`config.mk`:
```
export PLATFORM = sky130hd
export DESIGN_NAME = linebuffer_fetch_flat
export DESIGN_NICKNAME = d
export VERILOG_FILES = /design/src/rtl/linebuffer_fetch_pkg.sv /design/src/rtl/linebuffer_fetch_if.sv /design/src/rtl/linebuffer_fetch_delay_pipe.sv /design/src/rtl/linebuffer_fetch.sv /design/src/flat_wrapper.sv
export SDC_FILE = /design/constraint.sdc
export NUM_CORES = 1
export LEC_CHECK = 0
export CELL_PAD_IN_SITES_DETAIL_PLACEMENT = 0
export CELL_PAD_IN_SITES_GLOBAL_PLACEMENT = 1
export CORE_ASPECT_RATIO = 1.75
export CORE_MARGIN = 3
export CORE_UTILIZATION = 49
export CTS_BUF_LIST = sky130_fd_sc_hd__clkbuf_8
export DETAILED_ROUTE_END_ITERATION = 10
export PLACE_DENSITY_LB_ADDON = 0.1
export SYNTH_ARGS = -nofsm -noshare
export SYNTH_HDL_FRONTEND = slang
export SYNTH_SLANG_ARGS = --single-unit
export TNS_END_PERCENT = 30
```
`constraint.sdc`:
```
create_clock -name clk_sys -period 3.8 [get_ports clk_sys]
set_input_delay 0.76 -clock clk_sys [delete_from_list [all_inputs] [get_ports clk_sys]]
set_output_delay 0.76 -clock clk_sys [all_outputs]
set_load 0.1 [all_outputs]
```
`src/rtl/linebuffer_fetch_pkg.sv`:
```
// rtl/linebuffer_fetch_pkg.sv - shared state encoding and width helper for the line fetcher
package linebuffer_fetch_pkg;

  typedef enum logic [1:0] {
    ST_IDLE  = 2'd0,
    ST_PREP  = 2'd1,
    ST_FETCH = 2'd2
  } fetch_state_e;

  // Index width for a table of the given depth; never below 1 bit.
  function automatic int addr_w(input int depth);
    return (depth > 1) ? $clog2(depth) : 1;
  endfunction

endpackage

```
`src/rtl/linebuffer_fetch_if.sv`:
```
// rtl/linebuffer_fetch_if.sv - control and framebuffer-read bundle of the line fetcher
interface linebuffer_fetch_if #(
  parameter int SCALEW = 6,
  parameter int ADDRW  = 19
);
  logic              frame;
  logic              line_sys;
  logic [SCALEW-1:0] scale_v;
  logic              fb_re;
  logic [ADDRW-1:0]  fb_addr;
  logic              en_in;
  logic              busy;

  modport master (
    input  frame, line_sys, scale_v,
    output fb_re, fb_addr, en_in, busy
  );

  modport slave (
    output frame, line_sys, scale_v,
    input  fb_re, fb_addr, en_in, busy
  );
endinterface

```
`src/rtl/linebuffer_fetch_delay_pipe.sv`:
```
// rtl/linebuffer_fetch_delay_pipe.sv - generic delay line with async reset and sync clear
module delay_pipe #(
  parameter int WIDTH = 1,
  parameter int DEPTH = 1
) (
  input  logic             clk,
  input  logic             rst,
  input  logic             clr,
  input  logic [WIDTH-1:0] din,
  output logic [WIDTH-1:0] dout
);

  generate
    if (DEPTH == 0) begin : g_pass
      logic unused_ok;
      assign unused_ok = ^{clk, rst, clr};
      assign dout      = din;
    end else begin : g_pipe
      logic [WIDTH-1:0] stages [DEPTH];

      always_ff @(posedge clk or posedge rst) begin
        if (rst) begin
          for (int i = 0; i < DEPTH; i++) stages[i] <= '0;
        end else if (clr) begin
          for (int i = 0; i < DEPTH; i++) stages[i] <= '0;
        end else begin
          stages[0] <= din;
          for (int i = 1; i < DEPTH; i++) stages[i] <= stages[i-1];
        end
      end

      assign dout = stages[DEPTH-1];
    end
  endgenerate

endmodule

```
`src/rtl/linebuffer_fetch.sv`:
```
// rtl/linebuffer_fetch.sv - picks the source row per line and streams LEN framebuffer reads
module linebuffer_fetch
  import linebuffer_fetch_pkg::*;
#(
  parameter int LEN    = 640,
  parameter int HEIGHT = 480,
  parameter int SCALEW = 6,
  parameter int RD_LAT = 1,
  parameter int ADDRW  = $clog2(LEN*HEIGHT)
) (
  input  logic                clk_sys,
  input  logic                rst,
  linebuffer_fetch_if.master  bus
);

  localparam int COLW = addr_w(LEN);
  localparam int ROWW = addr_w(HEIGHT);

  localparam logic [1:0] IDLE  = 2'(ST_IDLE);
  localparam logic [1:0] PREP  = 2'(ST_PREP);
  localparam logic [1:0] FETCH = 2'(ST_FETCH);

  localparam logic [COLW-1:0]  COL_LAST = COLW'(LEN - 1);
  localparam logic [ROWW-1:0]  ROW_LAST = ROWW'(HEIGHT - 1);
  localparam logic [ADDRW-1:0] ROW_STEP = ADDRW'(LEN);

  logic [1:0]        state;
  logic [SCALEW-1:0] cnt_v;
  logic [ROWW-1:0]   src_row;
  logic [ADDRW-1:0]  row_base;
  logic [COLW-1:0]   col;
  logic              first;
  logic              fb_re_q;
  logic [ADDRW-1:0]  fb_addr_q;
  logic              en_in_q;

  logic              first_eff, first_nx;
  logic [SCALEW-1:0] cnt_eff, cnt_nx, scale_last;
  logic [ROWW-1:0]   row_eff, row_nx;
  logic [ADDRW-1:0]  base_eff, base_nx;
  logic              push, pipe_out;

  // A frame pulse resets the row tracker before a coincident line pulse consumes it.
  always_comb begin
    first_eff  = bus.frame | first;
    cnt_eff    = bus.frame ? '0 : cnt_v;
    row_eff    = bus.frame ? '0 : src_row;
    base_eff   = bus.frame ? '0 : row_base;
    scale_last = (bus.scale_v == '0) ? '0 : bus.scale_v - SCALEW'(1);
    first_nx   = first_eff;
    cnt_nx     = cnt_eff;
    row_nx     = row_eff;
    base_nx    = base_eff;
    if (bus.line_sys) begin
      if (first_eff) begin
        first_nx = 1'b0;
      end else if (cnt_eff == scale_last) begin
        cnt_nx = '0;
        if (row_eff != ROW_LAST) begin
          row_nx  = row_eff + ROWW'(1);
          base_nx = base_eff + ROW_STEP;
        end
      end else begin
        cnt_nx = cnt_eff + SCALEW'(1);
      end
    end
  end

  always_ff @(posedge clk_sys or posedge rst) begin
    if (rst) begin
      first    <= 1'b1;
      cnt_v    <= '0;
      src_row  <= '0;
      row_base <= '0;
    end else begin
      first    <= first_nx;
      cnt_v    <= cnt_nx;
      src_row  <= row_nx;
      row_base <= base_nx;
    end
  end

  always_ff @(posedge clk_sys or posedge rst) begin
    if (rst) begin
      state     <= IDLE;
      fb_re_q   <= 1'b0;
      fb_addr_q <= '0;
      col       <= '0;
    end else if (bus.line_sys) begin
      state   <= PREP;
      fb_re_q <= 1'b0;
      col     <= '0;
    end else begin
      case (state)
        PREP: begin
          state     <= FETCH;
          fb_re_q   <= 1'b1;
          fb_addr_q <= row_base;
          col       <= '0;
        end
        FETCH: begin
          fb_addr_q <= fb_addr_q + ADDRW'(1);
          col       <= col + COLW'(1);
          if (col == COL_LAST) begin
            fb_re_q <= 1'b0;
            state   <= IDLE;
          end
        end
        default: begin
          state   <= IDLE;
          fb_re_q <= 1'b0;
        end
      endcase
    end
  end

  // The start marker rides RD_LAT-1 stages plus the en_in register, landing one cycle before pixel 0.
  assign push = (state == PREP) && !bus.line_sys;

  delay_pipe #(
    .WIDTH (1),
    .DEPTH (RD_LAT - 1)
  ) u_en_pipe (
    .clk  (clk_sys),
    .rst  (rst),
    .clr  (bus.line_sys),
    .din  (push),
    .dout (pipe_out)
  );

  always_ff @(posedge clk_sys or posedge rst) begin
    if (rst) en_in_q <= 1'b0;
    else     en_in_q <= pipe_out & ~bus.line_sys;
  end

  assign bus.fb_re   = fb_re_q;
  assign bus.fb_addr = fb_addr_q;
  assign bus.en_in   = en_in_q;
  assign bus.busy    = (state != IDLE);

endmodule

```
`src/flat_wrapper.sv`:
```
// flat-port wrapper written by rule: the top's interface ports become plain ports
module linebuffer_fetch_flat import linebuffer_fetch_pkg::*;
#(
  parameter int LEN    = 640,
  parameter int HEIGHT = 480,
  parameter int SCALEW = 6,
  parameter int RD_LAT = 1,
  parameter int ADDRW  = $clog2(LEN*HEIGHT)
)
  (clk_sys, rst, bus_frame, bus_line_sys, bus_scale_v, bus_fb_re, bus_fb_addr, bus_en_in, bus_busy);
  linebuffer_fetch_if #(.SCALEW(SCALEW), .ADDRW(ADDRW)) bus_i ();
  input  logic clk_sys;
  input  logic rst;
  input wire logic [$bits(bus_i.frame)-1:0] bus_frame;
  input wire logic [$bits(bus_i.line_sys)-1:0] bus_line_sys;
  input wire logic [$bits(bus_i.scale_v)-1:0] bus_scale_v;
  output wire logic [$bits(bus_i.fb_re)-1:0] bus_fb_re;
  output wire logic [$bits(bus_i.fb_addr)-1:0] bus_fb_addr;
  output wire logic [$bits(bus_i.en_in)-1:0] bus_en_in;
  output wire logic [$bits(bus_i.busy)-1:0] bus_busy;
  assign bus_i.frame = bus_frame;
  assign bus_i.line_sys = bus_line_sys;
  assign bus_i.scale_v = bus_scale_v;
  assign bus_fb_re = bus_i.fb_re;
  assign bus_fb_addr = bus_i.fb_addr;
  assign bus_en_in = bus_i.en_in;
  assign bus_busy = bus_i.busy;
  linebuffer_fetch #(.LEN(LEN), .HEIGHT(HEIGHT), .SCALEW(SCALEW), .RD_LAT(RD_LAT), .ADDRW(ADDRW)) u_core (.clk_sys(clk_sys), .rst(rst), .bus(bus_i));
endmodule
```
Yosys cells after proc, flatten, opt, wreduce, memory -nomap -nowiden
Index checks and enable logic that the tools add are counted.
{ "op_classes": {"muxes": 25, "add_sub_neg": 6, "n_reduce_logical": 7, "n_eq_ne": 6, "n_bitwise": 3} }
{ "op_table": {"columns": ["op", "n"], "rows": [
  ["2-to-1 mux 19 bit", 5],
  ["2-to-1 mux 9 bit", 5],
  ["one-hot mux 19 bit (2 select lines)", 1],
  ["2-to-1 mux 6 bit", 5],
  ["one-hot mux 10 bit (2 select lines)", 1],
  ["adder 19 x 1 -> 19 bit (second input constant)", 1],
  ["adder 19 x 10 -> 19 bit (second input constant)", 1],
  ["adder 10 x 1 -> 10 bit (second input constant)", 1],
  ["== test 10 bit (second input constant)", 1],
  ["2-to-1 mux 10 bit", 1],
  ["adder 9 x 1 -> 9 bit (second input constant)", 1],
  ["inequality test 9 bit (second input constant)", 1],
  ["adder 6 x 1 -> 6 bit (second input constant)", 1],
  ["== test 6 bit", 1],
  ["logical NOT 6 bit", 1],
  ["subtractor 6 x 1 -> 6 bit (second input constant)", 1],
  ["2-to-1 mux 2 bit", 2],
  ["one-hot mux 2 bit (2 select lines)", 1],
  ["nonzero test 2 bit", 2],
  ["2-to-1 mux 1 bit", 3],
  ["inequality test 3 x 2 -> 1 bit (second input constant)", 1],
  ["nonzero test 3 bit", 1],
  ["== test 2 x 1 -> 1 bit (second input constant)", 1],
  ["== test 2 bit (second input constant)", 1],
  ["7 further kinds", 7]
]} }
{ "totals": {"input_bits": 10, "register_bits": 68, "output_inout_bits": 22, "word_cells": 56} }

Depth between registers and ports, before layout
Gate-level depths: netlist of the first run.
{ "logic_depth": {"ltp_word": 6, "ltp_mapped": 11} }

Modules after synthesis
A second synthesis of the first run with hierarchy kept.
{ "unflattened": {"cells_unflattened": 413, "area_unflattened_um2": 3588.4} }
{ "by_module_without_submodules": {"columns": ["module", "cells_each", "area_per_inst_um2", "seq_area_each_um2", "instances"], "rows": [
  ["linebuffer_fetch", 412, 3580.9, 1502.7, 1],
  ["delay_pipe", 1, 7.5, 0.0, 1]
]} }

Worst setup path after synthesis of the first run
No wires, ideal clock.
{ "synth_timing": {"path_type": "in2reg", "from": "in bus_scale_v[0]", "to": "reg u_core.row_base[14]", "required_ns": 3.722, "setup_ns": 0.078, "cell_stages": 10, "arrival_ns": 2.796, "slack_ns": 0.925, "cell_sequence": "inv_1 ha_1 nor4b_2 a21oi_1 xor2_1 a211oi_4 nand3_1 buf_2 or4_1 a21oi_1"} }
{ "synth_between": {"elab_chain_len": 6, "elab_cells_between_ends": 7, "classes_between": "add/sub (1); eq/ne (1); mux (4); reduce/logical (1)"} }
{ "synth_lines": {"columns": ["element", "line", "text"], "rows": [
  ["from (decl)", "flat_wrapper.sv:16", "input wire logic [$bits(bus_i.scale_v)-1:0] bus_scale_v;"],
  ["subtractor 6 x 1 -> 6 bit or logical NOT 6 bit (tied branches)", "linebuffer_fetch.sv:49", "scale_last = (bus.scale_v == '0) ? '0 : bus.scale_v - SCALEW'(1);"],
  ["2-to-1 mux 6 bit (*)", "linebuffer_fetch.sv:49", null],
  ["== test 6 bit (*)", "linebuffer_fetch.sv:57", "end else if (cnt_eff == scale_last) begin"],
  ["2-to-1 mux 19 bit (*)", "linebuffer_fetch.sv:57", null],
  ["2-to-1 mux 19 bit (*)", "linebuffer_fetch.sv:55", "if (first_eff) begin"],
  ["2-to-1 mux 19 bit (*)", "linebuffer_fetch.sv:54", "if (bus.line_sys) begin"],
  ["named net u_core.base_nx[14]", "linebuffer_fetch.sv:40", "logic [ADDRW-1:0] base_eff, base_nx;"],
  ["to (signal assigned)", "linebuffer_fetch.sv:79", "row_base <= base_nx;"],
  ["to (decl)", "linebuffer_fetch.sv:30", "logic [ADDRW-1:0] row_base;"]
]} }
The timed path passes the listed nets; every way through them passes the cells marked *.
A chain may end at the register's enable or synchronous reset.

Worst setup path in the final report of the first run
{ "layout_timing": {"from": "in bus_scale_v[1]", "to": "reg u_core.row_base[12]"} }
Same word-level chain as after synthesis.

==> results.yml, run 1 <==
cts:
  h-tree-depth: 3
  clk_path_buf_depth: 2
  cts_root_buf: "clkbuf_8"
  clk_pin_slew_worst_paths_ns: 0.07
  ctsHoldBuffers: 0
  cts_tree: "built"
  cts_made_buffers: 9
  post_cts_resized: 0
  cts.sinks: 60
  insertion_delay_ns: 0.34
  postCtsSetupRepairBufs: 0
place:
  numPortBuffers: 31
  routabilityCongestion: 0.883
  placed_area_um2: 4070
  hpwl_mm: 6.12
global_routing:
  track_usage: 0.215
  antenna_found_initial: 0
  grt_max_degree: 43
  overflow: 0
  first_global_vias: 3170
  grt_first_pass_wirelength_mm: 14.8
detailed_routing:
  routed_wl_mm: 8.47
  viasPerCell: 5.81
  dr.pass1.iters: 4
  drc: 0
  num_vias: 3180
  wl_per_cell_um: 15.5
  drt_iter0_drc: 164
  ant_nets: 0
layout:
  syn2layout_area_growth_pct: 17.0
  fill_cells: 648
  fin_area_um2: 4240
  antenna_cells: 0
  final_nets: 478
  drive_above_1_share: 0.104
setup_path:
  critPathKind: "input port to flop"
  path_max_fanout: 13
  ff2ff_setup_slack_ns: 1.35
  endpoint_kind: "flop"
  arrival_ns: 3.53
  startpoint_type: "input port"
  required_ns: 4.07
  timing.rr.end: "u_core.row_base[18]$_DFF_PP0_"
  rr_worst_depth: 7
  reg2reg_from: "u_core.first$_DFF_PP1_"
floorplan:
  die_w_um: 71.0
  die-area_um2: 8500
  initial_utilization: 0.517
  die_h_um: 120
  rows: 40
  num_io_pins: 32
  core_area_um2: 7010
pwr:
  pwr-share-clk: 0.312
  pwr-share-comb: 0.251
  intPower_mw: 1.04
  p_sw_mw: 0.568
  irDropWorstVdd_mv: 0.307
  power.share.sequential: 0.437
  swShare: 0.354
  p_per_area_nw_per_um2: 379
  power.leakage_nw: 1.74
timing:
  fmax_mhz: 307
  finalClockSkew_ns: 0.00978
  fin_crit_ns: 3.26
  hold_violations: 0
  finalSetupTns_ns: 0
  drv_slew: 0
  final-setup-viol-count: 0
  slew_headroom: 0.342
  max_slew.worst_pin.slew_ns: 0.983
  rsz0062_at_grt: "no"
  period_share: 0.859
yosys:
  synth.avg_cell_area_um2: 8.60
  mappedNetlistArea_um2: 3620
  synth_edf_count: 0
  ys.flop_type: "dfrtp_1"
  synthArstFlopShare: 1.00
  syn-num-nets: 440
  postSynthCellCount: 421
  yosysTopAreaCell: "dfrtp_1"
  yosysTopAreaCellShare: 0.408
  ys_types: 55
  synth_seq_cells: 60
  yosys-top-cells-area: "dfrtp_1, nand2_1, o21ai_0"
  yosysWarnings: 0
  ys_seq_area_frac: 0.415
run:
  cap_violations: 0
worst_hold_path:
  hp-class: "flop to flop"
  holdPathStages: 1
  hold_start: "u_core.col[9]$_DFFE_PP0P_"
  holdPathEnd: "u_core.col[9]$_DFFE_PP0P_"
status:
  outcome: "complete, no violations"
## Yosys cell counts, drive strengths merged, types with 4 or more instances
cell	n
buf	8
nand3	23
ha	9
nor3	8
or3	11
o22ai	5
o21ai	33
xnor2	6
xor2	6
a31oi	6
nand2	60
nor2	30
o31ai	14
dfrtp	59
nor4	6
a21oi	32
nand4	4
nand2b	6
nor2b	15
clkbuf	12
inv	16
or4	9
and3	8
## sequential cells by signal, indices dropped and copies added (netlist names)
signal and cells:
u_core.bus.fb_addr 19, u_core.row_base 12, u_core.col 10, u_core.src_row 9
u_core.cnt_v 6, u_core.bus.en_in 1, u_core.bus.fb_re 1, u_core.first 1
u_core.state 1
## cell type report
| cell class | instances | area, um2 | share of cell area |
|---|---|---|---|
| inverters | 16 | 60.1 | 0.0142 |
| clock buffers | 11 | 151 | 0.0357 |
| flip-flops and latches | 60 | 1500 | 0.355 |
| multi-input cells | 324 | 1950 | 0.461 |
| clock inverters | 4 | 17.5 | 0.00413 |
| well taps | 84 | 105 | 0.0248 |
| repair buffers | 48 | 448 | 0.106 |
## placed cells by master, fill, tap and decap left out, types with 5 or more instances in the layout
cell type,Yosys,layout
a21oi_1,31,31
and3_1,8,8
clkdlybuf4s50_1,0,30
a31oi_1,6,6
buf_4,0,17
nor2b_1,15,15
xor2_1,6,6
nor3_1,8,8
dfrtp_1,59,59
nand3_1,22,22
nor2_1,30,30
clkbuf_8,0,11
inv_1,16,17
ha_1,9,9
nand2b_1,5,5
or3_1,11,11
o22ai_1,5,5
nand2_1,60,60
xnor2_1,6,6
o21ai_0,33,33
or4_1,8,8
o31ai_1,13,13
## critical path: stages
cell and delay [ns]:
clkdlybuf4s50_1 0.47, inv_1 0.08, ha_1 0.23, nor4b_2 0.30
a21oi_1 0.13, xor2_1 0.18, a211oi_4 0.25, nand3_1 0.35
or4_1 0.60, a21oi_1 0.16
## worst max path at each step
stage / from / end / cells past startpoint
floorplan: bus_scale_v[0] / u_core.row_base[14]$_DFF_PP0_ / 10
global placement: bus_scale_v[1] / u_core.cnt_v[1]$_DFF_PP0_ / 11
detailed placement: bus_scale_v[1] / u_core.row_base[16]$_DFF_PP0_ / 10
CTS: bus_scale_v[1] / u_core.row_base[16]$_DFF_PP0_ / 10
global route: bus_scale_v[1] / u_core.cnt_v[3]$_DFF_PP0_ / 11
finish: bus_scale_v[1] / u_core.row_base[12]$_DFF_PP0_ / 10
## per-layer routing
layer	wire, um	track usage	part of all wire	vias up
met5	0	0	0	-
met4	174	0.0800	0.021	0
met3	263	0.0427	0.031	15
met2	4370	0.372	0.52	52
met1	3670	0.260	0.43	1533
li1	-	-	-	1580
## cell families after synthesis
group / after synthesis / share of synthesized area
xor gates and xnor gates: 12 / 0.0290
DFF: 60 / 0.415
AOI/OAI and AO/OA: 107 / 0.187
buffers and inverters: 37 / 0.0480
and+or+nand+nor: 193 / 0.282
muxes: 3 / 0.00864
adders and majority gates: 9 / 0.0311
## power groups by stage
stage,Clock [mW],Combinational (mW),Sequential (mW)
2_1_floorplan,0,0.121,0.884
3_3_place_gp,0,0.401,0.713
3_5_place_dp,0,0.405,0.712
4_1_cts,0.521,0.406,0.702
5_1_grt,0.543,0.426,0.707
6_report,0.500,0.402,0.702
## metrics by stage
step           power (mW)  worst slack (ns)  cells  utilization  hold WS, ns
2_1_floorplan        1.01             0.925    421            -        0.450
3_3_place_gp         1.11             0.264    532        0.581        0.479
3_5_place_dp         1.12             0.166    532        0.581        0.471
4_1_cts              1.63             0.537    547        0.605        0.487
5_1_grt              1.68             0.182    547        0.605        0.537
6_report             1.60             0.538    547        0.605        0.485
No activity file was read; power rests on OpenSTA's default activity.
==> run 2, diff against run 1 <==
--- a/config.mk
+++ b/config.mk
@@ -5,13 +5,16 @@
 export SDC_FILE = /design/constraint.sdc
 export NUM_CORES = 1
 export LEC_CHECK = 0
+export ABC_AREA = 1
 export CELL_PAD_IN_SITES_DETAIL_PLACEMENT = 0
 export CELL_PAD_IN_SITES_GLOBAL_PLACEMENT = 1
 export CORE_ASPECT_RATIO = 1.75
 export CORE_MARGIN = 3
-export CORE_UTILIZATION = 49
+export CORE_UTILIZATION = 47
 export CTS_BUF_LIST = sky130_fd_sc_hd__clkbuf_8
+export CTS_CLUSTER_DIAMETER = 200
 export DETAILED_ROUTE_END_ITERATION = 10
+export GPL_ROUTABILITY_DRIVEN = 0
 export PLACE_DENSITY_LB_ADDON = 0.1
 export SYNTH_ARGS = -nofsm -noshare
 export SYNTH_HDL_FRONTEND = slang
==> run 2 against run 1 <==
Critical path depth is 2 higher. Register-to-register slack improved by 0.20 ns. Sequential cell count is the same. Via count is 23% higher. Routed wire length is 26% higher. Largest cell class unchanged. Highest routed layer unchanged.
==> results.yml, run 2 <==
global_routing:
  track_usage: 0.230
  grt_first_pass_wirelength_mm: 18.1
  overflow: 0
  antenna_found_initial: 0
  first_global_vias: 3930
  grt_max_degree: 25
setup_path:
  timing.rr.end: "u_core.bus.fb_addr[12]$_DFFE_PP0P_"
  ff2ff_setup_slack_ns: 1.55
  path_max_fanout: 6
  arrival_ns: 2.99
  cp_cell_sequence: "clkdlybuf4s50_1 > inv_2 > nand2_1 > inv_1 > ha_1 > nand4_1 > inv_1 > nand3_1 > nand2_1 > nor4_1 > nand2_1 > xor2_1"
  critPathTopFamily: "simple AND/OR/NAND/NOR gates"
  reg2reg_from: "u_core.bus.fb_re$_DFFE_PP0P_"
  endpoint_kind: "flop"
  critPathKind: "input port to flop"
  slowest_stage: "clkdlybuf4s50_1"
  crit_path_max_incr_delay_ns: 0.54
  crit_path_frequent_cell: "nand2_1"
  startpoint_type: "input port"
  rr_worst_depth: 9
  required_ns: 4.03
  cp.buffers_inverters: 4
floorplan:
  core_area_um2: 8370
  die_w_um: 76.6
  die-area_um2: 9920
  num_io_pins: 32
  die_h_um: 130
  initial_utilization: 0.490
  rows: 44
pwr:
  irDropWorstVdd_mv: 0.180
  power_mw: 1.49
  power.leakage_nw: 2.33
  p_per_area_nw_per_um2: 310
cts:
  postCtsSetupRepairBufs: 0
  h-tree-depth: 3
  cts_made_buffers: 9
  cts_root_buf: "clkbuf_8"
  clk_path_buf_depth: 2
  insertion_delay_ns: 0.34
  post_cts_resized: 0
  cts_tree: "built"
  clk_pin_slew_worst_paths_ns: 0.07
  cts.sinks: 60
  ctsHoldBuffers: 0
yosys:
  yosysWarnings: 0
  ys.flop_type: "dfrtp_1"
  synthTopCellsByCount: "nand2_1, inv_1, nand3_1"
  synth_edf_count: 0
  synth_seq_cells: 60
  ys_types: 39
  ys_seq_area_frac: 0.367
  yosys-top-cells-area: "dfrtp_1, nand2_1, inv_1"
  post-synth-top-count-cell: "nand2_1"
  synthArstFlopShare: 1.00
  syn-num-nets: 612
  mappedNetlistArea_um2: 4100
  synth.avg_cell_area_um2: 6.91
  postSynthCellCount: 593
  yosysTopAreaCell: "dfrtp_1"
  yosysTopAreaCellShare: 0.360
status:
  outcome: "complete, no violations"
detailed_routing:
  drc: 0
  routed_wl_mm: 10.6
  ant_nets: 0
  wl_per_cell_um: 14.0
  dr.pass1.iters: 4
  viasPerCell: 5.16
  drt_iter0_drc: 186
  num_vias: 3914
timing:
  rsz0062_at_grt: "no"
  fin_crit_ns: 2.77
  drv_slew: 0
  finalSetupTns_ns: 0
  final-setup-viol-count: 0
  finalClockSkew_ns: 0.00684
  fmax_mhz: 362
  max_slew.worst_pin.slew_ns: 0.969
  holdWs_ns: 0.455
  slew_headroom: 0.352
  hold_violations: 0
  period_share: 0.728
layout:
  fin_util: 0.574
  final_nets: 658
  drive_above_1_share: 0.0854
  final_common_cell: "nand2_1"
  final_cell_mix: "nand2_1, inv_1, nand3_1"
  fin_area_um2: 4810
  largest_register_ffs: 19
  antenna_cells: 0
  syn2layout_area_growth_pct: 17.3
place:
  numPortBuffers: 31
  placed_area_um2: 4590
  hpwl_mm: 8.25
worst_hold_path:
  holdPathStages: 1
  hold_start: "u_core.row_base[7]$_DFF_PP0_"
  hp-class: "flop to flop"
  holdPathEnd: "u_core.row_base[7]$_DFF_PP0_"
run:
  cap_violations: 0
-- run 2: cells by family after synthesis --
family	count (synthesis)	synth area share
AO/OA/AOI/OAI	61	0.0907
XOR/XNOR	14	0.0299
adder cells (fa/ha/maj)	9	0.0275
buffers and inverters	114	0.107
flip-flops	60	0.367
AND/OR/NAND/NOR	335	0.378
-- run 2: how the worst max path moves through the flow --
stage,to,slack [ns],depth (start not counted),start
final,u_core.src_row[3]$_DFF_PP0_,1.03,12,bus_frame
after global routing,u_core.src_row[5]$_DFF_PP0_,0.80,13,bus_frame
after CTS,u_core.src_row[2]$_DFF_PP0_,1.02,13,bus_scale_v[0]
after detailed placement,u_core.src_row[2]$_DFF_PP0_,0.66,13,bus_scale_v[0]
after global placement,u_core.src_row[2]$_DFF_PP0_,0.70,14,bus_scale_v[0]
after floorplan,bus_busy,1.12,3,u_core.bus.fb_re$_DFFE_PP0P_
-- run 2: routing by layer --
| metal | track usage | vias up | wire length (um) |
|---|---|---|---|
| met2 | 0.430 | 70 | 5780 |
| met4 | 0.120 | 0 | 357 |
| li1 | - | 1996 | - |
| met1 | 0.245 | 1822 | 4220 |
| met3 | 0.0410 | 26 | 275 |
| met5 | 0 | - | 0 |
-- run 2: power by group --
part	switching, mW	internal [mW]	leakage [nW]	total [mW]
logic	0.148	0.0504	1.39	0.199
registers	0.00858	0.649	0.828	0.657
clock network	0.253	0.381	0.117	0.634
total	0.410	1.08	2.33	1.49
-- run 2: cell type report --
class                           count  area, um2
Clock buffer                       10        138
Clock inverter                      6       78.8
Fill cell                         825       3560
Inverter                          108        405
Multi-Input combinational cell    419       2160
Sequential cell                    60       1500
Tap cell                          115        144
Timing Repair Buffer               41        383
-- run 2: per-stage QoR --
stage	instances	setup slack (ns)
2_1_floorplan	593	1.12
3_3_place_gp	743	0.695
3_5_place_dp	743	0.660
4_1_cts	759	1.02
5_1_grt	759	0.801
6_report	759	1.03
==> run 3, diff against run 2 <==
--- a/config.mk
+++ b/config.mk
@@ -10,7 +10,7 @@
 export CELL_PAD_IN_SITES_GLOBAL_PLACEMENT = 1
 export CORE_ASPECT_RATIO = 1.75
 export CORE_MARGIN = 3
-export CORE_UTILIZATION = 47
+export CORE_UTILIZATION = 40
 export CTS_BUF_LIST = sky130_fd_sc_hd__clkbuf_8
 export CTS_CLUSTER_DIAMETER = 200
 export DETAILED_ROUTE_END_ITERATION = 10
==> constraint.sdc (replaced) <==
create_clock -name clk_sys -period 2.4 [get_ports clk_sys]
set_input_delay 0.48 -clock clk_sys [delete_from_list [all_inputs] [get_ports clk_sys]]
set_output_delay 0.48 -clock clk_sys [all_outputs]
set_load 0.1 [all_outputs]
==> run 3 against run 2 <==
First-iteration DRC count is 32% higher. Combinational power increased by 75%. Sequential cell count stayed put. Clock power rose by 50%. Sequential power rose by 58%. Sequential share of layout area decreased by 2.3 points.
==> results.yml, run 3 (synthesized netlist as in run 2, its figures left out) <==
status:
  outcome: "complete, no violations"
layout:
  fill_cells: 1001
  antenna_cells: 0
  final_cell_mix: "nand2_1, inv_1, buf_4"
  drive_above_1_share: 0.190
  syn2layout_area_growth_pct: 26.6
  multi_input_area_um2: 2170
  final_nets: 710
  final_common_cell: "nand2_1"
  fin_util: 0.524
  largest_register_ffs: 19
  seqCellArea_um2: 1500
  fin_area_um2: 5190
setup_path:
  arrival_ns: 2.48
  crit_path_frequent_cell: "nand2_1"
  path_max_fanout: 7
  ff2ff_setup_slack_ns: 0.45
  crit_path_max_incr_delay_ns: 0.47
  slowest_stage: "clkdlybuf4s50_1"
  cp_cell_sequence: "clkdlybuf4s50_1 > inv_1 > ha_2 > nand2_1 > nand2_1 > nand2_1 > nor2_1 > or2_1 > nor2_4 > nand2_4 > nor2_8 > nand2_2 > o21ai_1 > nand2_1"
  endpoint_kind: "flop"
  critPathKind: "input port to flop"
  required_ns: 2.64
  startpoint_type: "input port"
detailed_routing:
  wl_per_cell_um: 14.2
  ant_nets: 0
  dr.pass1.iters: 4
  drt_iter0_drc: 246
  routed_wl_mm: 11.7
  num_vias: 4213
  drc: 0
  viasPerCell: 5.13
run:
  cap_violations: 0
timing:
  fin_crit_ns: 2.24
  slew_headroom: 0.670
  holdWs_ns: 0.450
  final-setup-viol-count: 0
  drv_slew: 0
  hold_violations: 0
  finalClockSkew_ns: 0.00611
  rsz0062_at_grt: "no"
  fmax_mhz: 447
  max_slew.worst_pin.slew_ns: 0.489
  period_share: 0.933
place:
  numPortBuffers: 31
  placed_area_um2: 4970
  hpwl_mm: 9.24
floorplan:
  die_w_um: 82.5
  initial_utilization: 0.414
  rows: 48
  die_h_um: 140
  num_io_pins: 32
  die-area_um2: 11500
  core_area_um2: 9910
global_routing:
  grt_max_degree: 28
  track_usage: 0.217
  grt_first_pass_wirelength_mm: 19.3
  overflow: 0
  antenna_found_initial: 0
  first_global_vias: 4165
cts:
  clk_pin_slew_worst_paths_ns: 0.07
  cts_root_buf: "clkbuf_8"
  cts_tree: "built"
  cts.sinks: 60
  cts_made_buffers: 9
  h-tree-depth: 3
  insertion_delay_ns: 0.36
  clk_path_buf_depth: 2
pwr:
  power_mw: 2.34
  power.leakage_nw: 2.64
  irDropWorstVdd_mv: 0.289
  p_per_area_nw_per_um2: 451
worst_hold_path:
  hp-class: "flop to flop"
run 3: cell type report:
type                       instances  share of cell area
tap                              125              0.0301
multi-input combinational        419               0.419
clock buffer                      11              0.0292
sequential                        60               0.290
timing repair buffer              93               0.144
clock inverter                     5             0.00988
inverter                         108              0.0781
run 3: worst max-delay path, delay by kind of cell:
| kind | cells | cell delay [ns] |
|---|---|---|
| and+or+nand+nor | 10 | 1.15 |
| buffers and inverters | 2 | 0.52 |
| adders and majority gates | 1 | 0.20 |
| AOI/OAI and AO/OA | 1 | 0.13 |
run 3: power breakdown:
group | switching [mW] | total, mW | leakage [nW] | internal (mW)
clock | 0.424 | 0.953 | 0.107 | 0.529
combinational | 0.244 | 0.348 | 1.70 | 0.104
sequential | 0.0141 | 1.04 | 0.827 | 1.03
run 3: worst paths after layout:
path	start	endpoint	depth (start not counted)
worst max-delay path	bus_scale_v[1]	u_core.src_row[2]$_DFF_PP0_	14
worst min-delay path	u_core.row_base[7]$_DFF_PP0_	u_core.row_base[7]$_DFF_PP0_	1
worst max register to register	u_core.bus.fb_addr[0]$_DFFE_PP0P_	u_core.bus.fb_addr[16]$_DFFE_PP0P_	12
worst min register to register	u_core.row_base[7]$_DFF_PP0_	u_core.row_base[7]$_DFF_PP0_	1
max in group asynchronous	rst	u_core.src_row[2]$_DFF_PP0_	3
min in group asynchronous	rst	u_core.col[9]$_DFFE_PP0P_	2
run 3: metrics by stage:
step                      setup WS [ns]  std cells  setup TNS, ns
after floorplan                 -0.0534        593        -0.0787
after global placement           -0.325        805          -5.68
after detailed placement         -0.361        805          -6.59
after CTS                        0.0219        821              0
after global routing             0.0181        821              0
final                             0.162        821              0
run 3: repair_timing:
| item | in CTS | in global routing |
|---|---|---|
| gates resized for setup | 0 | 5 |
| endpoints found under the setup margin | 0 | 10 |
| setup buffers | 0 | 0 |
| hold buffers | 0 | 0 |
run 3: metal layers:
layer | track usage | part of all wire | wire length (um) | vias to the layer above
met2 | 0.418 | 0.57 | 6680 | 90
li1 | - | - | - | 2097
met5 | 0 | 0 | 0 | -
met3 | 0.0380 | 0.034 | 399 | 28
met1 | 0.221 | 0.37 | 4300 | 1998
met4 | 0.0784 | 0.024 | 282 | 0
